===== config.mk =====
export PLATFORM = sky130hd
export DESIGN_NAME = flash_sample_sequencer_flat
export DESIGN_NICKNAME = d
export VERILOG_FILES = /design/src/rtl/flash_audio_pkg.sv /design/src/rtl/flash_sample_sequencer_if.sv /design/src/rtl/sample_splitter.sv /design/src/rtl/flash_sample_sequencer.sv /design/src/flat_wrapper.sv
export SDC_FILE = /design/constraint.sdc
export NUM_CORES = 1
export LEC_CHECK = 0
export CAP_MARGIN = 25
export CELL_PAD_IN_SITES_DETAIL_PLACEMENT = 1
export CELL_PAD_IN_SITES_GLOBAL_PLACEMENT = 2
export CORE_MARGIN = 5
export CORE_UTILIZATION = 34
export CTS_CLUSTER_DIAMETER = 40
export CTS_CLUSTER_SIZE = 14
export DETAILED_ROUTE_END_ITERATION = 12
export PLACE_DENSITY = 0.95
export SYNTH_ARGS = -nofsm -noshare
export SYNTH_HDL_FRONTEND = slang
export SYNTH_SLANG_ARGS = --single-unit

===== constraint.sdc =====
create_clock -name clk -period 4.9 [get_ports clk]
set_input_delay 0.49 -clock clk [delete_from_list [all_inputs] [get_ports clk]]
set_output_delay 0.49 -clock clk [all_outputs]
set_load 0.02 [all_outputs]

===== src/rtl/flash_audio_pkg.sv =====
// Shared types and constants for the flash sample playback path.
package flash_audio_pkg;

  localparam int FLASH_ADDR_W = 23;
  localparam int SAMPLE_W     = 16;
  localparam int FLASH_WORD_W = 2 * SAMPLE_W;

  typedef enum logic [2:0] {
    ST_IDLE,
    ST_REQ,
    ST_WAIT_DATA,
    ST_OUT_LO,
    ST_OUT_HI,
    ST_FINISH
  } seq_state_e;

endpackage


===== src/rtl/flash_sample_sequencer_if.sv =====
// Flash read handshake bundle between the sample sequencer (master) and the flash reader (slave).
interface flash_sample_sequencer_if #(
  parameter int ADDR_W = 23,
  parameter int DATA_W = 32
);
  logic              get_address;
  logic              address_ready;
  logic [ADDR_W-1:0] flash_mem_address;
  logic [DATA_W-1:0] flash_mem_readdata;
  logic              flash_mem_readdatavalid;

  modport master (
    input  get_address,
    input  flash_mem_readdata,
    input  flash_mem_readdatavalid,
    output address_ready,
    output flash_mem_address
  );

  modport slave (
    output get_address,
    output flash_mem_readdata,
    output flash_mem_readdatavalid,
    input  address_ready,
    input  flash_mem_address
  );
endinterface


===== src/rtl/sample_splitter.sv =====
// Holds one fetched flash word and releases its low then high half as audio samples.
module sample_splitter #(
  parameter int SAMPLE_W = 16
) (
  input  logic                  clk,
  input  logic                  reset_n,
  input  logic                  i_load,
  input  logic [2*SAMPLE_W-1:0] i_word,
  input  logic                  i_emit_lo,
  input  logic                  i_emit_hi,
  output logic [SAMPLE_W-1:0]   o_sample,
  output logic                  o_valid
);

  logic [2*SAMPLE_W-1:0] r_word;
  logic [SAMPLE_W-1:0]   r_sample;
  logic                  r_valid;

  always_ff @(posedge clk or negedge reset_n) begin
    if (!reset_n) begin
      r_word   <= '0;
      r_sample <= '0;
      r_valid  <= 1'b0;
    end else begin
      r_valid <= i_emit_lo | i_emit_hi;
      if (i_load) r_word <= i_word;
      if (i_emit_lo)      r_sample <= r_word[SAMPLE_W-1:0];
      else if (i_emit_hi) r_sample <= r_word[2*SAMPLE_W-1:SAMPLE_W];
    end
  end

  assign o_sample = r_sample;
  assign o_valid  = r_valid;

endmodule


===== src/rtl/flash_sample_sequencer.sv =====
// Walks a flash word range, fetches each word and plays it out as two PCM samples on sample ticks.
// Optional FLASH_SEQ_LOOP_EN adds a loop input that restarts the range instead of finishing.
module flash_sample_sequencer #(
  parameter int ADDR_W   = 23,
  parameter int SAMPLE_W = 16
) (
  input  logic                    clk,
  input  logic                    reset_n,
  input  logic                    start,
  input  logic [ADDR_W-1:0]       start_addr,
  input  logic [ADDR_W-1:0]       end_addr,
  input  logic                    abort,
  input  logic                    sample_tick,
`ifdef FLASH_SEQ_LOOP_EN
  input  logic                    loop,
`endif
  flash_sample_sequencer_if.master flash_bus,
  output logic [SAMPLE_W-1:0]     audio_sample,
  output logic                    audio_valid,
  output logic                    busy,
  output logic                    done
);
  import flash_audio_pkg::*;

  seq_state_e        r_state, w_state_nxt;
  logic [ADDR_W-1:0] r_addr, w_addr_nxt;
  logic [ADDR_W-1:0] r_end, w_end_nxt;
`ifdef FLASH_SEQ_LOOP_EN
  logic [ADDR_W-1:0] r_first, w_first_nxt;
`endif
  logic              r_busy, w_busy_nxt;
  logic              r_done, w_done_nxt;
  logic              r_areq, w_areq_nxt;
  logic              w_load, w_emit_lo, w_emit_hi;

  always_ff @(posedge clk or negedge reset_n) begin
    if (!reset_n) begin
      r_state <= ST_IDLE;
      r_addr  <= '0;
      r_end   <= '0;
`ifdef FLASH_SEQ_LOOP_EN
      r_first <= '0;
`endif
      r_busy  <= 1'b0;
      r_done  <= 1'b0;
      r_areq  <= 1'b0;
    end else begin
      r_state <= w_state_nxt;
      r_addr  <= w_addr_nxt;
      r_end   <= w_end_nxt;
`ifdef FLASH_SEQ_LOOP_EN
      r_first <= w_first_nxt;
`endif
      r_busy  <= w_busy_nxt;
      r_done  <= w_done_nxt;
      r_areq  <= w_areq_nxt;
    end
  end

  always_comb begin
    w_state_nxt = r_state;
    w_addr_nxt  = r_addr;
    w_end_nxt   = r_end;
`ifdef FLASH_SEQ_LOOP_EN
    w_first_nxt = r_first;
`endif
    w_busy_nxt  = r_busy;
    w_done_nxt  = 1'b0;
    w_areq_nxt  = 1'b0;
    w_load      = 1'b0;
    w_emit_lo   = 1'b0;
    w_emit_hi   = 1'b0;

    case (r_state)
      ST_IDLE: begin
        if (start) begin
          w_addr_nxt  = start_addr;
          w_end_nxt   = end_addr;
`ifdef FLASH_SEQ_LOOP_EN
          w_first_nxt = start_addr;
`endif
          w_busy_nxt  = 1'b1;
          w_state_nxt = (start_addr > end_addr) ? ST_FINISH : ST_REQ;
        end
      end
      // Waiting on get_address lets a reader transaction orphaned by reset drain first.
      ST_REQ: begin
        if (flash_bus.get_address) begin
          w_areq_nxt  = 1'b1;
          w_state_nxt = ST_WAIT_DATA;
        end
      end
      ST_WAIT_DATA: begin
        if (flash_bus.flash_mem_readdatavalid) begin
          w_load      = 1'b1;
          w_state_nxt = ST_OUT_LO;
        end
      end
      ST_OUT_LO: begin
        if (sample_tick) begin
          w_emit_lo   = 1'b1;
          w_state_nxt = ST_OUT_HI;
        end
      end
      // Terminate on equality so a range ending at the top address never wraps.
      ST_OUT_HI: begin
        if (sample_tick) begin
          w_emit_hi = 1'b1;
          if (r_addr == r_end) begin
`ifdef FLASH_SEQ_LOOP_EN
            if (loop) begin
              w_addr_nxt  = r_first;
              w_state_nxt = ST_REQ;
            end else
`endif
            w_state_nxt = ST_FINISH;
          end else begin
            w_addr_nxt  = r_addr + 1'b1;
            w_state_nxt = ST_REQ;
          end
        end
      end
      ST_FINISH: begin
        w_done_nxt  = 1'b1;
        w_busy_nxt  = 1'b0;
        w_state_nxt = ST_IDLE;
      end
      default: w_state_nxt = ST_IDLE;
    endcase

    if (abort && (r_state != ST_IDLE) && (r_state != ST_FINISH)) begin
      w_state_nxt = ST_FINISH;
      w_addr_nxt  = r_addr;
      w_areq_nxt  = 1'b0;
      w_load      = 1'b0;
      w_emit_lo   = 1'b0;
      w_emit_hi   = 1'b0;
    end
  end

  sample_splitter #(.SAMPLE_W(SAMPLE_W)) u_splitter (
    .clk      (clk),
    .reset_n  (reset_n),
    .i_load   (w_load),
    .i_word   (flash_bus.flash_mem_readdata),
    .i_emit_lo(w_emit_lo),
    .i_emit_hi(w_emit_hi),
    .o_sample (audio_sample),
    .o_valid  (audio_valid)
  );

  assign flash_bus.address_ready     = r_areq;
  assign flash_bus.flash_mem_address = r_addr;
  assign busy                        = r_busy;
  assign done                        = r_done;

endmodule

===== src/flat_wrapper.sv =====
// flat-port wrapper written by rule: the top's interface ports become plain ports
module flash_sample_sequencer_flat import flash_audio_pkg::*;
#(
  parameter int ADDR_W   = 23,
  parameter int SAMPLE_W = 16
)
  (clk, reset_n, start, start_addr, end_addr, abort, sample_tick, audio_sample, audio_valid, busy, done, flash_bus_get_address, flash_bus_flash_mem_readdata, flash_bus_flash_mem_readdatavalid, flash_bus_address_ready, flash_bus_flash_mem_address);
  flash_sample_sequencer_if #(.ADDR_W(ADDR_W)) flash_bus_i ();
  input  logic clk;
  input  logic reset_n;
  input  logic start;
  input  logic [ADDR_W-1:0] start_addr;
  input  logic [ADDR_W-1:0] end_addr;
  input  logic abort;
  input  logic sample_tick;
  output logic [SAMPLE_W-1:0] audio_sample;
  output logic audio_valid;
  output logic busy;
  output logic done;
  input wire logic [$bits(flash_bus_i.get_address)-1:0] flash_bus_get_address;
  input wire logic [$bits(flash_bus_i.flash_mem_readdata)-1:0] flash_bus_flash_mem_readdata;
  input wire logic [$bits(flash_bus_i.flash_mem_readdatavalid)-1:0] flash_bus_flash_mem_readdatavalid;
  output wire logic [$bits(flash_bus_i.address_ready)-1:0] flash_bus_address_ready;
  output wire logic [$bits(flash_bus_i.flash_mem_address)-1:0] flash_bus_flash_mem_address;
  assign flash_bus_i.get_address = flash_bus_get_address;
  assign flash_bus_i.flash_mem_readdata = flash_bus_flash_mem_readdata;
  assign flash_bus_i.flash_mem_readdatavalid = flash_bus_flash_mem_readdatavalid;
  assign flash_bus_address_ready = flash_bus_i.address_ready;
  assign flash_bus_flash_mem_address = flash_bus_i.flash_mem_address;
  flash_sample_sequencer #(.ADDR_W(ADDR_W), .SAMPLE_W(SAMPLE_W)) u_core (.clk(clk), .reset_n(reset_n), .start(start), .start_addr(start_addr), .end_addr(end_addr), .abort(abort), .sample_tick(sample_tick), .flash_bus(flash_bus_i), .audio_sample(audio_sample), .audio_valid(audio_valid), .busy(busy), .done(done));
endmodule

==> impl_metrics.tcl, run 1 <==
set metrics [dict create \
    worst_setup_path_start_kind "flip-flop" \
    drt_first_pass_iters 4 \
    fp.dieH_um 137 \
    gp_congestion 0.802 \
    slowest_stage "a21bo_1" \
    numPlacedInstances 843 \
    relSlewSlack_pct 30.7 \
    cp.required_ns 5.09 \
    holdBufCountCts 0 \
    leakagePower_nw 3.03 \
    h-tree-depth 3 \
    syn-num-nets 629 \
    grt_max_degree 53 \
    grt_remaining_overflow 0 \
    vias 4456 \
    grt_pass1_wl_mm 26.6 \
    setup-tns-final_ns 0 \
    worstMarginPinSlew_ns 1.03 \
    p_int_mw 2.53 \
    slew_violations 0 \
    clkPwrFrac_pct 17.2 \
    initial_core_util_pct 34.5 \
    clk_latency_ns 0.36 \
    cts_buffers 9 \
    postLayoutCoreUtil_pct 45.6 \
    fill_cells 1729 \
    slowest_delay_ns 0.72 \
    cp-end-kind "flip-flop" \
    cts_resized 0 \
    routed_via_density 5.19 \
    p_switching_mw 1.64 \
    yosys.cell_types.count 50 \
    rsz0062_at_grt "no" \
    synth_area_um2 5460 \
    fin_skew_ns 0.0107 \
    post_dp_cell_area_um2 6920 \
    status "completed" \
    io_pins 128 \
    n_antenna_cell 0 \
    track_usage_pct 18.3 \
    finalInstanceArea_um2 7220 \
    dp_hpwl_mm 12.4 \
    post-route-period-util_pct 61.4 \
    async_flop_share_pct 100 \
    wl_mm 16.6 \
    ir_worst_vdd_v 0.000228 \
    yosysWarnings 0 \
    cts.sink_count 101 \
    antenna_found_initial 0 \
    cts_setup_buffers 0 \
    num_rows 46 \
    mostFrequentLayoutCell "clkdlybuf4s50_1" \
    power.density_nw_per_um2 578 \
    p_seq_share_pct 39.2 \
    fmax_ghz 0.332 \
    clockRootBuffer "clkbuf_16" \
    power_frac_comb_pct 43.6 \
    regArea_um2 2530 \
    grt_pass1_vias 5045 \
    numPortBuffers 127 \
    synthesis.instances 520 \
    finalSetupViolations 0 \
    clockBufferDepth 2 \
    critPathKind "flip-flop to flip-flop" \
    fin_cells 859 \
    cp.arrival_ns 3.20 \
    synth-seq-area-share_pct 46.3 \
    ys_seq_elements 101 \
    route.detailed.drc 0 \
    core_area_um2 15800 \
    crit_fanout 39 \
    multi_input_area_um2 2700 \
    whs_ns 0.164 \
    maxCapViolations 0 \
    critical_path.cell_chain "nor3b_4 -> buf_4 -> nand4_1 -> nor4_4 -> a21bo_1 -> nor2_1 -> a2bb2oi_1" \
    finalHoldViolations 0 \
    mostFrequentLayoutCells "clkdlybuf4s50_1 (126), dfrtp_1 (101), mux2_2 (57), a21oi_1 (53), nor2_1 (39)" \
    syn_area_per_cell_um2 10.5 \
    wl_per_cell_um 19.3 \
    p_sw_share_pct 39.4 \
    drt_iter0_markers 231 \
    synthFlopType "dfrtp_1" \
    clk_pin_slew_ns 0.08 \
    die_w_um 137 \
    drive_gt1_share_pct 13.8 \
    period_minus_slack_ns 3.01 \
    synth_edf_count 0 \
    syn_to_final_growth_pct 32.2 \
    hold_path_class "input port to asynchronous set/reset pin" \
    final_antenna_net_count 0 \
    nets 747 \
    cts_tree "yes" \
    dieArea_um2 18700 \
]
## flip-flops by register name, summed over array words and instances, names as in the netlist
| register | cells |
|---|---|
| u_core.busy | 1 |
| u_core.done | 1 |
| u_core.flash_bus.address_ready | 1 |
| u_core.flash_bus.flash_mem_address | 23 |
| u_core.r_end | 23 |
| u_core.r_state | 3 |
| u_core.u_splitter.o_sample | 16 |
| u_core.u_splitter.o_valid | 1 |
| u_core.u_splitter.r_word | 32 |
## metrics by stage
| stage | power (mW) | setup WS [ns] |
|---|---|---|
| 2_1_floorplan | 2.67 | 2.98 |
| 3_3_place_gp | 3.36 | 1.89 |
| 3_5_place_dp | 3.46 | 1.77 |
| 4_1_cts | 4.21 | 1.91 |
| 5_1_grt | 4.42 | 1.64 |
| 6_report | 4.17 | 1.89 |
## final timing paths
check	startpoint	to	slack, ns	depth (start not counted)
min	reset_n	u_core.u_splitter.r_word[1]$_DFFE_PN0P_	0.16	1
max in group asynchronous	reset_n	u_core.r_end[3]$_DFFE_PN0P_	3.57	2
max reg2reg	u_core.r_state[2]$_DFFE_PN0P_	u_core.flash_bus.flash_mem_address[16]$_DFFE_PN0P_	1.89	7
min reg2reg	u_core.u_splitter.r_word[27]$_DFFE_PN0P_	u_core.u_splitter.r_word[27]$_DFFE_PN0P_	0.51	1
max	u_core.r_state[2]$_DFFE_PN0P_	u_core.flash_bus.flash_mem_address[16]$_DFFE_PN0P_	1.89	7
min in group clk	u_core.u_splitter.r_word[27]$_DFFE_PN0P_	u_core.u_splitter.r_word[27]$_DFFE_PN0P_	0.51	1
## power groups by stage
stage / Sequential, mW / Clock [mW] / Combinational, mW
global route: 1.70 / 0.771 / 1.96
CTS: 1.64 / 0.742 / 1.83
detailed placement: 1.64 / 0 / 1.82
finish: 1.64 / 0.715 / 1.82
floorplan: 1.72 / 0 / 0.949
global placement: 1.61 / 0 / 1.75
## final cells by class
cell class                      instances  share of cell area [%]
Multi-Input combinational cell        364                    37.3
Sequential cell                       101                    35.0
Timing Repair Buffer                  133                    18.3
Tap cell                              216                    3.74
Clock buffer                            9                    3.12
Inverter                               29                    1.51
Clock inverter                          7                   0.988
## Yosys cell counts, drive strengths merged (3+ instances only)
cell     number  area share, %
and3          4           0.46
and4          8            1.3
a31oi         3           0.34
nor3          4           0.46
nand4        10            1.1
buf          16            2.0
nand2        25            1.7
a2bb2oi      12            1.9
xnor2        23            3.7
clkbuf       10           0.71
nor4          5           0.96
nor2         40            2.8
mux2         57             12
mux2i        17            3.1
o21ai        28            2.6
nand2b        4           0.46
o22ai         8           0.92
a21oi        54            4.9
nand3        15            1.5
ha           24            5.5
dfrtp       101             46
inv          29            2.0
## logic make-up (layout without fill, tap and decap cells)
family	after synthesis	count (layout)	synth area share [%]
AO/OA/AOI/OAI	120	120	13.1
XOR/XNOR	23	23	3.69
adder cells (fa/ha/maj)	24	24	5.50
buffers and inverters	55	178	4.72
flip-flops	101	101	46.3
multiplexers	74	74	14.9
AND/OR/NAND/NOR	123	123	11.9
## worst max-delay path: cells and delay by family (launching register included)
| kind | cells | cell delay (ns) |
|---|---|---|
| AOI/OAI and AO/OA | 2 | 0.88 |
| buffers and inverters | 1 | 0.38 |
| DFF | 1 | 0.66 |
| and+or+nand+nor | 4 | 0.91 |
## layer usage
| layer | GRT usage (%) | vias to the layer above | share of wire (%) |
|---|---|---|---|
| met5 | 0 | - | 0 |
| met2 | 31.3 | 99 | 51 |
| met1 | 23.2 | 2227 | 43 |
| met4 | 6.72 | 0 | 2.0 |
| li1 | - | 2106 | - |
| met3 | 3.20 | 24 | 3.9 |
No activity file was read; power rests on OpenSTA's default activity.
==> run 2, diff against run 1 <==
--- a/config.mk
+++ b/config.mk
@@ -9,11 +9,11 @@
 export CELL_PAD_IN_SITES_DETAIL_PLACEMENT = 1
 export CELL_PAD_IN_SITES_GLOBAL_PLACEMENT = 2
 export CORE_MARGIN = 5
-export CORE_UTILIZATION = 34
+export CORE_UTILIZATION = 28
 export CTS_CLUSTER_DIAMETER = 40
 export CTS_CLUSTER_SIZE = 14
 export DETAILED_ROUTE_END_ITERATION = 12
-export PLACE_DENSITY = 0.95
+export PLACE_DENSITY = 0.87
 export SYNTH_ARGS = -nofsm -noshare
 export SYNTH_HDL_FRONTEND = slang
 export SYNTH_SLANG_ARGS = --single-unit
==> constraint.sdc (replaced) <==
create_clock -name clk -period 2.75 [get_ports clk]
set_input_delay 0.275 -clock clk [delete_from_list [all_inputs] [get_ports clk]]
set_output_delay 0.275 -clock clk [all_outputs]
set_load 0.02 [all_outputs]
==> run 2 against run 1 <==
Compared with the run above: critical path depth down 1; cell area up 2.3%; clock skew down 0.0041 ns; count of clock-buffer cells in the layout up 2; critical endpoint is now u_core.flash_bus.flash_mem_address[2]$_DFFE_PN0P_.
==> impl_metrics.tcl, run 2 (synthesized netlist as in run 1, its figures left out) <==
set metrics [dict create \
    status "completed" \
    slew_violations 0 \
    grt_pass1_wl_mm 27.3 \
    hold_path_class "input port to asynchronous set/reset pin" \
    ir_worst_vdd_v 0.000388 \
    clockBufferDepth 2 \
    post-route-period-util_pct 91.9 \
    crit_fanout 27 \
    routed_via_density 4.90 \
    rsz0062_at_grt "no" \
    period_minus_slack_ns 2.53 \
    cp-end-kind "flip-flop" \
    critical_path.cell_chain "xnor2_1 -> nand4_1 -> nor4_4 -> a21bo_1 -> nor2_1 -> a2bb2oi_1" \
    drt_iter0_markers 222 \
    setup-tns-final_ns 0 \
    vias 4499 \
    relSlewSlack_pct 43.0 \
    finalSetupViolations 0 \
    fill_cells 2147 \
    dp_hpwl_mm 13.3 \
    route.detailed.drc 0 \
    grt_remaining_overflow 0 \
    core_area_um2 19300 \
    power_frac_comb_pct 44.0 \
    dieArea_um2 22400 \
    leakagePower_nw 3.09 \
    nets 757 \
    final_antenna_net_count 0 \
    grt_pass1_vias 4973 \
    rr_worst_depth 6 \
    postLayoutCoreUtil_pct 38.2 \
    gp_congestion 0.828 \
    mostFrequentLayoutCells "clkdlybuf4s50_1 (126), dfrtp_1 (101), mux2_2 (57), a21oi_1 (53), nor2_1 (39)" \
    syn_to_final_growth_pct 35.2 \
    worst_r2r_endpoint "u_core.flash_bus.flash_mem_address[2]$_DFFE_PN0P_" \
    regMostFlops "u_core.u_splitter.r_word" \
    grt_max_degree 55 \
    finalHoldViolations 0 \
    fp.dieH_um 150 \
    critPathKind "flip-flop to flip-flop" \
    wl_mm 17.4 \
    numPortBuffers 127 \
    cts_buffers 9 \
    power.density_nw_per_um2 1040 \
    cts_setup_buffers 0 \
    rr_startpoint "u_core.flash_bus.flash_mem_address[7]$_DFFE_PN0P_" \
    drive_gt1_share_pct 14.9 \
    p_seq_share_pct 37.1 \
    cts_resized 0 \
    fmax_ghz 0.396 \
    rrSetupSlack_ns 0.22 \
    clkPwrFrac_pct 18.9 \
    worstMarginPinSlew_ns 0.855 \
    fin_skew_ns 0.00662 \
    worst_setup_path_start_kind "flip-flop" \
    clockRootBuffer "clkbuf_16" \
    clk_pin_slew_ns 0.07 \
    io_pins 128 \
    num_rows 51 \
    cp.arrival_ns 2.74 \
    n_antenna_cell 0 \
    die_w_um 150 \
    slowest_stage "a21bo_1" \
    cts_tree "yes" \
    slowest_delay_ns 0.72 \
    cp.required_ns 2.97 \
    drt_first_pass_iters 4 \
    p_int_mw 4.74 \
    cts.sink_count 101 \
    h-tree-depth 3 \
    p_switching_mw 2.92 \
    p_sw_share_pct 38.1 \
    antenna_found_initial 1 \
    initial_core_util_pct 28.2 \
    wl_per_cell_um 19.0 \
    maxCapViolations 0 \
    track_usage_pct 15.6 \
    clk_latency_ns 0.36 \
    mostFrequentLayoutCell "clkdlybuf4s50_1" \
    largest_register_ffs 32 \
]
## run 2: changes by cell type in the layout (fill, tap and decap cells not counted)
cell / delta
buf_4: +10
inv_8: -3
bufinv_16: +2
clkinv_4: -2
buf_8: -1
clkbuf_1: +1
clkbuf_8: +1
dlygate4sd3_1: +1
inv_6: +1
## run 2: layer usage
layer | wire length, um | track usage (%) | share of wire [%] | vias to the layer above
met1 | 7430 | 19.3 | 43 | 2268
met3 | 884 | 4.21 | 5.1 | 23
met4 | 377 | 4.80 | 2.2 | 2
li1 | - | - | - | 2122
met2 | 8690 | 26.8 | 50 | 84
met5 | 20 | 0 | 0.11 | -
## run 2: critical path: cells and delay by family (launching register included)
kind | cells | cell delay [ns]
compound gates | 2 | 0.89
xor+xnor | 1 | 0.28
flops | 1 | 0.47
simple gates | 3 | 0.73
## run 2: area by class of cell
| class | count | area [um2] | share of cell area (%) |
|---|---|---|---|
| clock buffer | 11 | 243 | 3.29 |
| clock inverter | 5 | 88.8 | 1.20 |
| inverter | 29 | 109 | 1.47 |
| multi-input combinational | 364 | 2700 | 36.5 |
| sequential | 101 | 2530 | 34.2 |
| tap | 265 | 332 | 4.49 |
| timing repair buffer | 143 | 1390 | 18.8 |
## run 2: worst max path at each step
stage	from	to	cells after the start
after floorplan	u_core.flash_bus.flash_mem_address[0]$_DFFE_PN0P_	u_core.flash_bus.flash_mem_address[22]$_DFFE_PN0P_	8
after global placement	sample_tick	u_core.flash_bus.flash_mem_address[10]$_DFFE_PN0P_	7
after detailed placement	sample_tick	u_core.flash_bus.flash_mem_address[7]$_DFFE_PN0P_	7
after CTS	u_core.flash_bus.flash_mem_address[7]$_DFFE_PN0P_	u_core.flash_bus.flash_mem_address[2]$_DFFE_PN0P_	6
after global routing	u_core.flash_bus.flash_mem_address[7]$_DFFE_PN0P_	u_core.flash_bus.flash_mem_address[2]$_DFFE_PN0P_	6
final	u_core.flash_bus.flash_mem_address[7]$_DFFE_PN0P_	u_core.flash_bus.flash_mem_address[2]$_DFFE_PN0P_	6
## run 2: timing repair
| item | CTS | global route |
|---|---|---|
| setup endpoints to repair | 0 | 0 |
| hold buffers | 1 | 0 |
| hold endpoints to repair | 52 | 0 |
## run 2: through the flow
step	setup WS (ns)	instance area (um2)	hold slack, ns	cells	total power, mW
floorplan	0.833	5460	-0.0206	520	4.76
finish	0.224	7390	0.506	918	7.66
detailed placement	0.195	7040	0.364	901	6.26
CTS	0.214	7390	0.512	918	7.75
global route	0.0907	7390	0.531	918	8.14
global placement	0.270	7040	0.344	901	6.08
## run 2: power by group through the flow
| stage | Combinational [mW] | Clock [mW] | Sequential, mW |
|---|---|---|---|
| after floorplan | 1.69 | 0 | 3.07 |
| after global placement | 3.27 | 0 | 2.81 |
| after detailed placement | 3.40 | 0 | 2.86 |
| after CTS | 3.42 | 1.49 | 2.85 |
| after global routing | 3.65 | 1.54 | 2.94 |
| final | 3.37 | 1.45 | 2.84 |
==> run 3, diff against run 2 <==
--- a/config.mk
+++ b/config.mk
@@ -10,6 +10,7 @@
 export CELL_PAD_IN_SITES_GLOBAL_PLACEMENT = 2
 export CORE_MARGIN = 5
 export CORE_UTILIZATION = 28
+export CTS_BUF_LIST = sky130_fd_sc_hd__clkbuf_8 sky130_fd_sc_hd__clkbuf_16
 export CTS_CLUSTER_DIAMETER = 40
 export CTS_CLUSTER_SIZE = 14
 export DETAILED_ROUTE_END_ITERATION = 12
==> run 3 against run 2 <==
Compared with the run above: global-route usage unchanged; sequential share of layout area unchanged; cell count unchanged; routed wire length about the same; core utilization unchanged; via count unchanged; worst setup slack unchanged; fmax unchanged; largest cell class unchanged; highest routed layer unchanged.
==> impl_metrics.tcl, run 3 (synthesized netlist as in run 1, its figures left out) <==
set metrics [dict create \
    status "completed" \
    critical_path.top_delay_family "compound AO/OA/AOI/OAI gates" \
    cts_setup_buffers 0 \
    h-tree-depth 3 \
    setup-tns-final_ns 0 \
    vias 4499 \
    cp.required_ns 2.97 \
    postLayoutCoreUtil_pct 38.2 \
    cts.sink_count 101 \
    ir_worst_vdd_v 0.000388 \
    io_pins 128 \
    cp.arrival_ns 2.74 \
    gp_congestion 0.828 \
    worstMarginPinSlew_ns 0.855 \
    core_area_um2 19300 \
    mostFrequentLayoutCell "clkdlybuf4s50_1" \
    nets 757 \
    largest_register_ffs 32 \
    critPathKind "flip-flop to flip-flop" \
    finalHoldViolations 0 \
    wl_mm 17.4 \
    cts_buffers 9 \
    final_antenna_net_count 0 \
    n_antenna_cell 0 \
    syn_to_final_growth_pct 35.2 \
    drive_gt1_share_pct 14.9 \
    drt_first_pass_iters 4 \
    p_total_mw 7.65 \
    wl_per_cell_um 19.0 \
    dp_hpwl_mm 13.3 \
    slowest_delay_ns 0.72 \
    post-route-period-util_pct 91.9 \
    period_minus_slack_ns 2.53 \
    finalSetupViolations 0 \
    cts_tree "yes" \
    grt_max_degree 55 \
    leakagePower_nw 3.09 \
    die_w_um 150 \
    maxCapViolations 0 \
    antenna_found_initial 1 \
    fmax_ghz 0.396 \
    slowest_stage "a21bo_1" \
    cts_resized 0 \
    hold_path_class "input port to asynchronous set/reset pin" \
    clockBufferDepth 2 \
    grt_remaining_overflow 0 \
    fin_skew_ns 0.00662 \
    num_rows 51 \
    dieArea_um2 22400 \
    power.density_nw_per_um2 1040 \
    critical_path_buf_inv_count 0 \
    clk_pin_slew_ns 0.07 \
    relSlewSlack_pct 43.0 \
    initial_core_util_pct 28.2 \
    fp.dieH_um 150 \
    routed_via_density 4.90 \
    track_usage_pct 15.6 \
    critical_path.cell_chain "xnor2_1 -> nand4_1 -> nor4_4 -> a21bo_1 -> nor2_1 -> a2bb2oi_1" \
    clk_latency_ns 0.36 \
    crit_fanout 27 \
    cp-end-kind "flip-flop" \
    grt_pass1_vias 4973 \
    regMostFlops "u_core.u_splitter.r_word" \
    slew_violations 0 \
    grt_pass1_wl_mm 27.3 \
    clockRootBuffer "clkbuf_16" \
    drt_iter0_markers 221 \
    mostFrequentLayoutCells "clkdlybuf4s50_1 (126), dfrtp_1 (101), mux2_2 (57), a21oi_1 (53), nor2_1 (39)" \
    worst_setup_path_start_kind "flip-flop" \
    rsz0062_at_grt "no" \
    numPortBuffers 127 \
    route.detailed.drc 0 \
]
-- run 3: changes by cell type in the layout (fill, tap and decap cells not counted) --
| cell | previous run | this run |
|---|---|---|
| clkbuf_1 | 1 | 0 |
| inv_1 | 29 | 30 |
-- run 3: area by class of cell --
type                            count  area, um2
Sequential cell                   101       2530
Fill cell                        2147      11900
Inverter                           29        109
Clock buffer                       10        239
Clock inverter                      6       92.6
Tap cell                          265        332
Multi-Input combinational cell    364       2700
Timing Repair Buffer              143       1390
-- run 3: per-stage QoR --
| stage | worst slack [ns] | cell area [um2] | hold WS (ns) | cells |
|---|---|---|---|---|
| finish | 0.224 | 7390 | 0.506 | 918 |
| global route | 0.0907 | 7390 | 0.531 | 918 |
| CTS | 0.214 | 7390 | 0.512 | 918 |
| detailed placement | 0.195 | 7040 | 0.364 | 901 |
| global placement | 0.270 | 7040 | 0.344 | 901 |
| floorplan | 0.833 | 5460 | -0.0206 | 520 |
-- run 3: path summary, 6_finish.rpt --
kind,from,endpoint,slack [ns],cells after the start
max in group asynchronous,reset_n,u_core.flash_bus.flash_mem_address[12]$_DFFE_PN0P_,1.43,3
max reg2reg,u_core.flash_bus.flash_mem_address[7]$_DFFE_PN0P_,u_core.flash_bus.flash_mem_address[2]$_DFFE_PN0P_,0.22,6
min in group clk,u_core.u_splitter.r_word[1]$_DFFE_PN0P_,u_core.u_splitter.r_word[1]$_DFFE_PN0P_,0.51,1
max,u_core.flash_bus.flash_mem_address[7]$_DFFE_PN0P_,u_core.flash_bus.flash_mem_address[2]$_DFFE_PN0P_,0.22,6
min reg2reg,u_core.u_splitter.r_word[1]$_DFFE_PN0P_,u_core.u_splitter.r_word[1]$_DFFE_PN0P_,0.51,1
min,reset_n,u_core.u_splitter.o_sample[0]$_DFFE_PN0P_,0.51,2
-- run 3: where the power goes --
group	switching, mW	leakage, nW	internal, mW
Clock	0.609	0.167	0.834
Sequential	0.631	1.24	2.21
Combinational	1.68	1.69	1.70
-- run 3: repair_timing --
item | in CTS | in global routing
endpoints found under the hold margin | 52 | 0
hold buffers | 1 | 0
setup endpoints to repair | 0 | 0
-- run 3: metal layers --
metal | GRT usage [%] | vias up | share of wire, %
li1 | - | 2122 | -
met1 | 19.3 | 2268 | 43
met2 | 26.8 | 84 | 50
met3 | 4.21 | 23 | 5.1
met4 | 4.80 | 2 | 2.2
met5 | 0 | - | 0.11
